File: src/rtl/init_cfg_seq.sv
// Power-up configuration sequencer: streams N_WORDS words from a synchronous ROM over valid/ready.
// Optional feature macro: CFG_TIMEOUT_EN (send timeout -> ERR state, sticky o_cfg_err).
module init_cfg_seq #(
   parameter int N_WORDS     = 8,
   parameter int WORD_W      = 24,
   parameter int GAP_CYC     = 16,
   parameter int TIMEOUT_CYC = 1024,
   localparam int AW         = (N_WORDS > 1) ? $clog2(N_WORDS) : 1
) (
   input  logic              i_clk,
   input  logic              i_rst,
   input  logic              i_initial_flag,
   input  logic              i_rerun,
   output logic [AW-1:0]     o_rom_addr,
   input  logic [WORD_W-1:0] i_rom_data,
   output logic [WORD_W-1:0] o_cfg_word,
   output logic              o_cfg_valid,
   input  logic              i_cfg_ready,
   output logic              o_cfg_busy,
   output logic              o_cfg_done,
   output logic              o_cfg_err,
   output logic [8:0]        o_words_sent,
   output logic [2:0]        o_dbg_state
);

   // Handshake: a word transfers on the edge where o_cfg_valid && i_cfg_ready;
   // o_cfg_word is held constant while o_cfg_valid && !i_cfg_ready.
   typedef enum logic [2:0] {
      IDLE   = 3'd0,
      FETCH1 = 3'd1,
      FETCH2 = 3'd2,
      SEND   = 3'd3,
      GAP    = 3'd4,
      DONE   = 3'd5,
      ERR    = 3'd6
   } state_t;

   localparam int GW = (GAP_CYC > 1) ? $clog2(GAP_CYC) : 1;
   localparam logic [GW-1:0] GAP_LAST = GW'((GAP_CYC > 0) ? GAP_CYC - 1 : 0);
   localparam logic [AW-1:0] IDX_LAST = AW'(N_WORDS - 1);

   state_t              r_state, w_state_nx;
   logic [AW-1:0]       r_idx, w_idx_nx;
   logic [AW-1:0]       r_rom_addr, w_addr_nx;
   logic [WORD_W-1:0]   r_cfg_word, w_word_nx;
   logic                r_cfg_valid, w_valid_nx;
   logic                r_cfg_busy, w_busy_nx;
   logic                r_cfg_done, w_done_nx;
   logic                r_cfg_err, w_err_nx;
   logic [8:0]          r_words_sent, w_ws_nx;
   logic [GW-1:0]       r_gap_cnt, w_gap_nx;
`ifdef CFG_TIMEOUT_EN
   localparam int TW = $clog2(TIMEOUT_CYC + 1);
   localparam logic [TW-1:0] TO_LAST = TW'(TIMEOUT_CYC - 1);
   logic [TW-1:0]       r_to_cnt, w_to_nx;
`endif

   always_ff @(posedge i_clk) begin
      if (i_rst) begin
         r_state      <= IDLE;
         r_idx        <= '0;
         r_rom_addr   <= '0;
         r_cfg_word   <= '0;
         r_cfg_valid  <= 1'b0;
         r_cfg_busy   <= 1'b0;
         r_cfg_done   <= 1'b0;
         r_cfg_err    <= 1'b0;
         r_words_sent <= '0;
         r_gap_cnt    <= '0;
`ifdef CFG_TIMEOUT_EN
         r_to_cnt     <= '0;
`endif
      end else begin
         r_state      <= w_state_nx;
         r_idx        <= w_idx_nx;
         r_rom_addr   <= w_addr_nx;
         r_cfg_word   <= w_word_nx;
         r_cfg_valid  <= w_valid_nx;
         r_cfg_busy   <= w_busy_nx;
         r_cfg_done   <= w_done_nx;
         r_cfg_err    <= w_err_nx;
         r_words_sent <= w_ws_nx;
         r_gap_cnt    <= w_gap_nx;
`ifdef CFG_TIMEOUT_EN
         r_to_cnt     <= w_to_nx;
`endif
      end
   end

   always_comb begin
      w_state_nx = r_state;
      w_idx_nx   = r_idx;
      w_addr_nx  = r_rom_addr;
      w_word_nx  = r_cfg_word;
      w_valid_nx = r_cfg_valid;
      w_done_nx  = r_cfg_done;
      w_err_nx   = r_cfg_err;
      w_ws_nx    = r_words_sent;
      w_gap_nx   = r_gap_cnt;
`ifdef CFG_TIMEOUT_EN
      w_to_nx    = r_to_cnt;
`endif
      case (r_state)
         IDLE: begin
            if (i_initial_flag) begin
               w_state_nx = FETCH1;
               w_idx_nx   = '0;
               w_addr_nx  = '0;
            end
         end
         FETCH1: w_state_nx = FETCH2;
         FETCH2: begin
            w_word_nx  = i_rom_data;
            w_valid_nx = 1'b1;
            w_state_nx = SEND;
`ifdef CFG_TIMEOUT_EN
            w_to_nx    = '0;
`endif
         end
         SEND: begin
            if (i_cfg_ready) begin
               w_valid_nx = 1'b0;
               w_ws_nx    = r_words_sent + 9'd1;
               if (r_idx == IDX_LAST) begin
                  w_state_nx = DONE;
                  w_done_nx  = 1'b1;
               end else if (GAP_CYC > 0) begin
                  w_state_nx = GAP;
                  w_gap_nx   = '0;
               end else begin
                  w_state_nx = FETCH1;
                  w_idx_nx   = r_idx + AW'(1);
                  w_addr_nx  = r_idx + AW'(1);
               end
            end
`ifdef CFG_TIMEOUT_EN
            // A transfer on the last allowed cycle takes priority over the timeout.
            else if (r_to_cnt == TO_LAST) begin
               w_state_nx = ERR;
               w_err_nx   = 1'b1;
               w_valid_nx = 1'b0;
            end else begin
               w_to_nx = r_to_cnt + TW'(1);
            end
`endif
         end
         GAP: begin
            if (r_gap_cnt == GAP_LAST) begin
               w_state_nx = FETCH1;
               w_idx_nx   = r_idx + AW'(1);
               w_addr_nx  = r_idx + AW'(1);
            end else begin
               w_gap_nx = r_gap_cnt + GW'(1);
            end
         end
         DONE, ERR: begin
            if (i_rerun) begin
               w_state_nx = FETCH1;
               w_idx_nx   = '0;
               w_addr_nx  = '0;
               w_ws_nx    = '0;
               w_done_nx  = 1'b0;
               w_err_nx   = 1'b0;
            end
         end
         default: w_state_nx = IDLE;
      endcase
      // Dropping initial_flag aborts from anywhere, discarding any in-flight word.
      if (!i_initial_flag && r_state != IDLE) begin
         w_state_nx = IDLE;
         w_valid_nx = 1'b0;
         w_done_nx  = 1'b0;
         w_err_nx   = 1'b0;
         w_ws_nx    = '0;
         w_idx_nx   = '0;
         w_addr_nx  = '0;
      end
      w_busy_nx = (w_state_nx == FETCH1) || (w_state_nx == FETCH2) ||
                  (w_state_nx == SEND)   || (w_state_nx == GAP);
   end

   assign o_rom_addr   = r_rom_addr;
   assign o_cfg_word   = r_cfg_word;
   assign o_cfg_valid  = r_cfg_valid;
   assign o_cfg_busy   = r_cfg_busy;
   assign o_cfg_done   = r_cfg_done;
   assign o_cfg_err    = r_cfg_err;
   assign o_words_sent = r_words_sent;
   assign o_dbg_state  = r_state;

endmodule

File: config.mk
export PLATFORM = sky130hd
export DESIGN_NAME = init_cfg_seq
export DESIGN_NICKNAME = d
export VERILOG_FILES = /design/src/rtl/init_cfg_seq.sv
export SDC_FILE = /design/constraint.sdc
export NUM_CORES = 1
export LEC_CHECK = 0
export BUFFER_PORTS_ARGS = -buffer_cell sky130_fd_sc_hd__buf_4
export CAP_MARGIN = 20
export CORE_UTILIZATION = 52
export CTS_CLUSTER_SIZE = 10
export DETAILED_ROUTE_END_ITERATION = 6
export MAX_ROUTING_LAYER = met4
export PLACE_DENSITY_LB_ADDON = 0.25
export REMOVE_ABC_BUFFERS = 1
export SLEW_MARGIN = 20
export SYNTH_ARGS = -nofsm -noshare
export SYNTH_HDL_FRONTEND = slang
export SYNTH_SLANG_ARGS = --single-unit
File: constraint.sdc
create_clock -name i_clk -period 3.5 [get_ports i_clk]
set_input_delay 0.35 -clock i_clk [delete_from_list [all_inputs] [get_ports i_clk]]
set_output_delay 0.35 -clock i_clk [all_outputs]
set_load 0.01 [all_outputs]
==> results of run 1 <==
[path summary, 6_finish.rpt]
check                         startpoint                      endpoint  cells past startpoint
min reg2reg  o_cfg_word[11]$_SDFFE_PP0P_   o_cfg_word[11]$_SDFFE_PP0P_                      2
max reg2reg    o_dbg_state[0]$_SDFF_PP0_  o_words_sent[8]$_SDFFE_PP0P_                      4
min                       i_rom_data[20]   o_cfg_word[20]$_SDFFE_PP0P_                      3
max            o_dbg_state[0]$_SDFF_PP0_  o_words_sent[8]$_SDFFE_PP0P_                      4
[layout by cell type (no fill, tap or decap), types with 2 or more instances in the layout]
master    Yosys  final
a21oi_1      38     38
clkbuf_8      0      5
a21boi_0      3      3
a31oi_1       2      2
dfxtp_1      46     46
nand4b_1      2      2
and3_1        2      2
nand2_1      56     56
buf_4         1     71
o21ai_0       6      6
nand3b_1      3      3
mux2i_1       4      4
a211oi_1      2      2
nand3_1       7      7
or3_1         5      5
xnor2_1       3      3
nor2_1       21     21
inv_1         4      4
ha_1          4      4
and2_1        5      5
nor3_1        3      2
and3b_1       2      2
[stage by stage]
stage,hold slack [ns],std cells,util,total power [W]
after floorplan,0.419,236,-,0.000597
after global placement,0.442,355,0.684,0.000653
after detailed placement,0.447,355,0.684,0.000654
after CTS,0.293,362,0.706,0.000950
after global routing,0.280,362,0.706,0.000988
final,0.296,362,0.706,0.000944
[cells by family (layout without fill, tap and decap cells)]
logic type	after synthesis	count (layout)	share of synthesized area
AO/OA/AOI/OAI	61	61	0.174
XOR/XNOR	4	4	0.0171
adder cells (fa/ha/maj)	4	4	0.0245
buffers and inverters	20	82	0.0557
flip-flops	46	46	0.451
multiplexers	4	4	0.0196
other	1	1	0.00184
AND/OR/NAND/NOR	112	112	0.257
[power breakdown]
| part | internal, W | total [W] | switching [W] |
|---|---|---|---|
| Sequential | 0.000533 | 0.000544 | 0.0000111 |
| Combinational | 0.0000501 | 0.0000977 | 0.0000476 |
| Clock | 0.000137 | 0.000302 | 0.000165 |
| Total | 0.000720 | 0.000944 | 0.000223 |
[worst reg2reg max path, delay by kind of cell, from the launching register on]
kind	cells	cell delay, ns
flops	1	0.72
compound gates	1	0.14
simple gates	3	1.13
[flip-flops by register name, indices dropped and copies added, names as in the netlist]
name / flops
o_dbg_state: 3
o_rom_addr: 3
o_cfg_word: 24
o_words_sent: 9
o_cfg_valid: 1
o_cfg_busy: 1
r_gap_cnt: 4
o_cfg_done: 1
[layout make-up]
class | instances | area, um^2
sequential | 46 | 921
tap | 48 | 60.1
fill | 342 | 1090
inverter | 4 | 15.0
multi-input combinational | 186 | 1010
timing repair buffer | 71 | 533
clock buffer | 6 | 72.6
clock inverter | 1 | 7.51
[metal layers]
metal  up-vias  global-route usage  share of wire  routed length (um)
met3         9              0.0546          0.039                 164
li1        972                   -              -                   -
met4         0              0.0806          0.015                  65
met5         -                   -              0                   0
met1       833               0.292           0.45                1900
met2        43               0.368           0.50                2100
==> qor.csv, run 1 <==
metric,value,unit
cts_buffer_depth,2,
post-route-cell-area,2620,um^2
fin_skew,0.00366,ns
grt_max_degree,34,
hold_viol,0,
finalSetupViolCount,0,
criticalPathCategory,register to register,
cap_violations,0,
numClockSinks,46,
path_clk_slew,0.08,ns
wl_per_cell,11.7,um
seq_area_frac_synth,0.451,
area_growth,28.4,%
ys_top_cells_by_count,"nand2_1, dfxtp_1, a21oi_1",
rows,22,
die_w,64.7,um
synthArstFlopShare,0,
firstDrtPassIters,4,
fp.dieH,64.7,um
synth_top_area_share,0.451,
ir_worst_vdd,0.302,mV
numCtsBuffers,5,
crit_chain,nand4_1 > and2_4 > or4_4 > a21oi_2,
postRouteAntennaNets,0,
reg2reg_slack,1.45,ns
gp_congestion,0.824,
cp_num_buf_inv,0,
cts_root_buf,clkbuf_8,
start_util,0.550,
fp.coreArea,3720,um^2
antenna_found_initial,0,
fin_tns_setup,0,ns
viasPerCell,5.13,
relSlewSlack,0.496,
port_buffers,70,
grt_pass1_vias,1649,
path_max_fanout,19,
synth.distinct_cells,43,
ys.flop_type,dfxtp_1,
synth_area_per_cell,8.11,um^2
drive_above_1_share,0.271,
ys_seq_elements,46,
fin_crit,2.05,ns
slew_violations,0,
critPathTopFamily,simple AND/OR/NAND/NOR gates,
h-tree-depth,2,
max_freq,488,MHz
hold_class,primary input to register,
grt_pass1_wl,7470,um
rsz0062_at_grt,no,
p_per_area,360,nW/um^2
place_area,2540,um^2
layout.nets,347,
drt_iter0_markers,117,
preCtsSetupSlack,1.47,ns
cpPeakStageDelay,0.72,ns
synthesis.area,2040,um^2
synth_warnings,0,
num_vias,1857,
grtUsageTotal,0.233,
ys_top_cells_by_area,"dfxtp_1, nand2_1, a21oi_1, nor2_1, ha_1",
critPathLaunchType,register,
timing.final.ws_setup,1.45,ns
io_pins,72,
clock_latency,0.29,ns
period_share,0.586,
overflow,0,
cp_slowest_cell,dfxtp_1,
p_leak,1.09,nW
worstMarginPinSlew,0.755,ns
hold_buffers,0,
diodes,0,
syn_inst,252,
dp_hpwl,2990,um
synth_edf_count,0,
status,finished clean,
post_cts_buffers,0,
crit_required,3.73,ns
ctsResizeCount,0,
wl,4230,um
cp-end-kind,register,
synth_most_common_cell,nand2_1,
drcViolationCount,0,
die_area,4180,um^2
arrival,2.28,ns
cts_tree,built,
synth_top_area_cell,dfxtp_1,
Power figures use the tool's default switching activity.
==> run 2, diff against run 1 <==
--- a/config.mk
+++ b/config.mk
@@ -5,9 +5,10 @@
 export SDC_FILE = /design/constraint.sdc
 export NUM_CORES = 1
 export LEC_CHECK = 0
+export ABC_AREA = 1
 export BUFFER_PORTS_ARGS = -buffer_cell sky130_fd_sc_hd__buf_4
 export CAP_MARGIN = 20
-export CORE_UTILIZATION = 52
+export CORE_UTILIZATION = 49
 export CTS_CLUSTER_SIZE = 10
 export DETAILED_ROUTE_END_ITERATION = 6
 export MAX_ROUTING_LAYER = met4
==> constraint.sdc (replaced) <==
create_clock -name i_clk -period 2 [get_ports i_clk]
set_input_delay 0.2 -clock i_clk [delete_from_list [all_inputs] [get_ports i_clk]]
set_output_delay 0.2 -clock i_clk [all_outputs]
set_load 0.01 [all_outputs]
==> qor.csv, run 2 <==
metric,value,unit
synth_warnings,0,
ys_seq_elements,46,
fin_crit,1.59,ns
antenna_found_initial,0,
cts_tree,built,
place_area,2630,um^2
clockPowerShare,0.307,
wl,4610,um
dp_hpwl,3320,um
overflow,0,
path_clk_slew,0.09,ns
seq_area_frac_synth,0.447,
r2r_end,o_words_sent[6]$_SDFFE_PP0P_,
p_per_area,821,nW/um^2
fp.dieH,66.8,um
regToRegStartpoint,o_dbg_state[2]$_SDFF_PP0_,
status,finished clean,
seq_area,921,um^2
final_common_cell,buf_4,
num_vias,1964,
start_util,0.511,
grt_max_degree,29,
port_buffers,70,
h-tree-depth,2,
synth_most_common_cell,nand2_1,
swShare,0.298,
rsz0062_at_grt,no,
finalSetupViolCount,0,
arrival,1.82,ns
die_area,4470,um^2
firstDrtPassIters,4,
synth.distinct_cells,28,
synth_top_area_share,0.447,
post_cts_buffers,0,
area_growth,32.9,%
synthArstFlopShare,0,
ys_top_cells_by_area,"dfxtp_1, nand2_1, a21oi_1, nand3_1, inv_1",
synthesis.area,2060,um^2
grtUsageTotal,0.220,
hp-start,i_rom_data[20],
gp_congestion,0.935,
hold_depth,3,
switchingPower,0.000669,W
path_max_fanout,9,
numCtsBuffers,5,
cp-end-kind,register,
reg2reg_slack,0.41,ns
synth_area_per_cell,7.46,um^2
fin_skew,0.00706,ns
fin_tns_setup,0,ns
combPwrFrac,0.232,
fp.coreArea,4030,um^2
viasPerCell,4.95,
cap_violations,0,
rows,23,
cts_root_buf,clkbuf_8,
crit_required,2.23,ns
slew_violations,0,
diodes,0,
ys_top_cells_by_count,"nand2_1, dfxtp_1, a21oi_1",
io_pins,72,
grt_pass1_wl,7310,um
worst_r2r_path_depth,8,
syn_inst,276,
multi_input_area,985,um^2
critPathLaunchType,register,
final_cell_mix,"buf_4, nand2_1, dfxtp_1",
cts_buffer_depth,2,
whs_endpoint,o_cfg_word[20]$_SDFFE_PP0P_,
grt_pass1_vias,1734,
drt_iter0_markers,118,
n_fill_cell,368,
hold_buffers,0,
criticalPathCategory,register to register,
wl_per_cell,11.6,um
ir_worst_vdd,0.381,mV
layout.nets,379,
post-route-cell-area,2740,um^2
clock_latency,0.30,ns
pwr-share-seq,0.461,
max_freq,630,MHz
ctsResizeCount,0,
drive_above_1_share,0.285,
hold_class,primary input to register,
synth_edf_count,0,
numClockSinks,46,
p_leak,1.21,nW
ys.flop_type,dfxtp_1,
hold_viol,0,
die_w,66.8,um
postRouteAntennaNets,0,
p_int,0.00158,W
synth_top_area_cell,dfxtp_1,
period_share,0.794,
drcViolationCount,0,
largest_reg_flops,24,
run 2: final cells by class:
class	instances	area share
Timing Repair Buffer	74	0.203
Tap cell	50	0.0229
Inverter	27	0.0375
Clock buffer	6	0.0265
Clock inverter	2	0.0137
Sequential cell	46	0.337
Multi-Input combinational cell	192	0.360
run 2: worst max-delay path, cell delays in order, from the launching register on:
cell	delay, ns
dfxtp_1	0.61
nand2_1	0.16
nor2_4	0.18
nand2_4	0.08
nand2_4	0.12
clkinv_2	0.08
nand2_2	0.09
o21ai_0	0.08
a21oi_1	0.12
run 2: routing by layer:
metal  track usage  part of all wire  vias to the layer above
met4        0.0771             0.011                        0
met5             -                 0                        -
met2         0.367              0.49                       44
met1         0.257              0.45                      873
li1              -                 -                     1039
met3        0.0531             0.046                        8
run 2: worst max-delay path by stage:
stage                                    from                      endpoint  slack [ns]  cells after the start
floorplan           o_dbg_state[1]$_SDFF_PP0_    o_cfg_word[0]$_SDFFE_PP0P_        0.08                      5
global placement    o_dbg_state[2]$_SDFF_PP0_  o_words_sent[6]$_SDFFE_PP0P_        0.46                      8
detailed placement  o_dbg_state[0]$_SDFF_PP0_  o_words_sent[7]$_SDFFE_PP0P_        0.44                      9
CTS                 o_dbg_state[0]$_SDFF_PP0_  o_words_sent[7]$_SDFFE_PP0P_        0.42                      9
global route        o_dbg_state[2]$_SDFF_PP0_    o_rom_addr[1]$_SDFFE_PP0P_        0.25                      7
finish              o_dbg_state[2]$_SDFF_PP0_  o_words_sent[6]$_SDFFE_PP0P_        0.41                      8
run 2: through the flow:
step	setup WS (ns)	util	std cells	total power [W]	hold WS, ns
4_1_cts	0.421	0.679	397	0.00226	0.161
2_1_floorplan	0.0836	-	265	0.00133	0.269
5_1_grt	0.250	0.679	397	0.00236	0.160
6_report	0.413	0.679	397	0.00225	0.168
3_3_place_gp	0.463	0.652	389	0.00157	0.449
3_5_place_dp	0.442	0.652	389	0.00158	0.453
run 2: logic make-up after synthesis:
logic type / Yosys count / share of synthesized area
flip-flops: 46 / 0.447
buffers and inverters: 38 / 0.0747
AO/OA/AOI/OAI: 57 / 0.151
adder cells (fa/ha/maj): 4 / 0.0243
AND/OR/NAND/NOR: 130 / 0.301
other: 1 / 0.00182
run 2: power groups by stage:
stage | combinational, W | clock (W) | sequential [W]
final | 0.000520 | 0.000691 | 0.00104
after global routing | 0.000574 | 0.000739 | 0.00105
after CTS | 0.000521 | 0.000702 | 0.00104
after detailed placement | 0.000520 | 0 | 0.00106
after global placement | 0.000512 | 0 | 0.00106
after floorplan | 0.000247 | 0 | 0.00108
==> run 3, diff against run 2 <==
--- a/config.mk
+++ b/config.mk
@@ -8,7 +8,7 @@
 export ABC_AREA = 1
 export BUFFER_PORTS_ARGS = -buffer_cell sky130_fd_sc_hd__buf_4
 export CAP_MARGIN = 20
-export CORE_UTILIZATION = 49
+export CORE_UTILIZATION = 44
 export CTS_CLUSTER_SIZE = 10
 export DETAILED_ROUTE_END_ITERATION = 6
 export MAX_ROUTING_LAYER = met4
==> constraint.sdc (replaced) <==
create_clock -name i_clk -period 1.38 [get_ports i_clk]
set_input_delay 0.138 -clock i_clk [delete_from_list [all_inputs] [get_ports i_clk]]
set_output_delay 0.138 -clock i_clk [all_outputs]
set_load 0.01 [all_outputs]
==> qor.csv, run 3 (synthesis gave the netlist of run 2 again) <==
metric,value,unit
status,finished with violations,
violations,setup timing,
fin_crit,1.39,ns
n_fill_cell,378,
finalSetupViolCount,1,
grt_max_degree,28,
max_freq,721,MHz
overflow,0,
port_buffers,70,
fp.coreArea,4410,um^2
largest_reg_flops,24,
layout.nets,409,
final_common_cell,buf_4,
num_vias,2099,
reg2reg_slack,-0.008,ns
drive_above_1_share,0.416,
rsz0062_at_grt,yes,
gp_congestion,0.840,
p_leak,1.39,nW
cts_root_buf,clkbuf_8,
die_area,4960,um^2
dp_hpwl,3640,um
cts_buffer_depth,2,
critPathLaunchType,register,
rows,24,
slew_violations,0,
io_pins,72,
r2r_end,o_words_sent[7]$_SDFFE_PP0P_,
grt_pass1_vias,1931,
post-route-cell-area,3110,um^2
regToRegStartpoint,o_dbg_state[2]$_SDFF_PP0_,
hold_viol,0,
cp-end-kind,register,
hold_depth,3,
dpl.cell_count,412,
period_share,1.01,
cts_tree,built,
hp-start,i_rom_data[4],
ir_worst_vdd,0.661,mV
diodes,0,
cap_violations,0,
arrival,1.58,ns
wl_per_cell,12.0,um
h-tree-depth,2,
antenna_found_initial,0,
die_w,70.4,um
area_growth,51.2,%
wl,5160,um
drt_iter0_markers,101,
grtUsageTotal,0.207,
viasPerCell,4.89,
whs_endpoint,o_cfg_word[4]$_SDFFE_PP0P_,
grt_pass1_wl,8050,um
fp.dieH,70.4,um
numClockSinks,46,
criticalPathCategory,register to register,
start_util,0.467,
path_clk_slew,0.09,ns
firstDrtPassIters,4,
worst_r2r_path_depth,9,
path_max_fanout,7,
fin_skew,0.00344,ns
drcViolationCount,0,
clock_latency,0.29,ns
crit_required,1.57,ns
fin_cells,429,
place_area,2800,um^2
hold_class,primary input to register,
final_cell_mix,"buf_4, nand2_1, dfxtp_1",
p_per_area,1050,nW/um^2
numCtsBuffers,5,
timing.final.ws_setup,-0.00770,ns
postRouteAntennaNets,0,
## run 3: cell count changes in the layout (fill, tap and decap cells not counted), moves of 6 or more
cell     before  now
dfxtp_1      46   39
buf_4        74   98
nand2_1      62   52
nand2_4       5   11
o21ai_0      10    4
## run 3: per-stage QoR
stage | util | TNS [ns] | setup slack (ns) | hold WS [ns] | total power (W)
floorplan | - | -14.61 | -0.536 | 0.207 | 0.00193
global placement | 0.634 | -0.858 | -0.111 | 0.422 | 0.00236
detailed placement | 0.634 | -0.951 | -0.145 | 0.427 | 0.00236
CTS | 0.666 | 0 | 0.00293 | 0.102 | 0.00322
global route | 0.705 | -0.511 | -0.0888 | 0.103 | 0.00345
finish | 0.705 | -0.00770 | -0.00770 | 0.111 | 0.00328
## run 3: layout make-up
type	count	area (um^2)	share of cell area
multi-input combinational	192	1110	0.357
sequential	46	937	0.301
timing repair buffer	104	812	0.261
inverter	27	103	0.0329
clock buffer	6	72.6	0.0233
tap	52	65.1	0.0209
clock inverter	2	13.8	0.00442
## run 3: worst max-delay path by stage
stage	startpoint	endpoint	slack, ns	cells after the start
3_5_place_dp	o_rom_addr[0]$_SDFFE_PP0P_	r_gap_cnt[3]$_SDFFE_PP0P_	-0.14	10
5_1_grt	o_dbg_state[2]$_SDFF_PP0_	o_words_sent[7]$_SDFFE_PP0P_	-0.09	9
4_1_cts	r_gap_cnt[0]$_SDFFE_PP0P_	r_gap_cnt[2]$_SDFFE_PP0P_	0.003	9
6_report	o_dbg_state[2]$_SDFF_PP0_	o_words_sent[7]$_SDFFE_PP0P_	-0.008	9
2_1_floorplan	o_dbg_state[1]$_SDFF_PP0_	o_cfg_word[0]$_SDFFE_PP0P_	-0.54	5
3_3_place_gp	o_dbg_state[1]$_SDFF_PP0_	o_words_sent[2]$_SDFFE_PP0P_	-0.11	7
## run 3: metal layers
| layer | track usage | share of wire | vias to the layer above |
|---|---|---|---|
| li1 | - | - | 1106 |
| met1 | 0.231 | 0.43 | 947 |
| met2 | 0.364 | 0.53 | 40 |
| met3 | 0.0476 | 0.035 | 6 |
| met4 | 0.0600 | 0.011 | 0 |
| met5 | - | 0 | - |
## run 3: power by group
part | internal, W | switching, W | leakage, nW
Clock | 0.000358 | 0.000453 | 0.0452
Combinational | 0.000463 | 0.000494 | 0.969
Sequential | 0.00143 | 0.0000773 | 0.377
Total | 0.00225 | 0.00102 | 1.39
## run 3: worst max-delay path: stages, from the launching register on
cell,delay [ns]
dfxtp_4,0.38
buf_4,0.16
nor2_8,0.12
nand2_4,0.09
nand2_4,0.08
nand2_4,0.07
nor2_4,0.15
nand2_2,0.07
o21ai_1,0.11
nor2_1,0.05
## run 3: timing repair
| action | 4_1_cts | 5_1_grt |
|---|---|---|
| setup buffers | 3 | 6 |
| hold buffers | 0 | 0 |
| endpoints found under the hold margin | 0 | 0 |
| endpoints found under the setup margin | 17 | 23 |
| pin swaps | 5 | 12 |
| resized for setup | 15 | 38 |
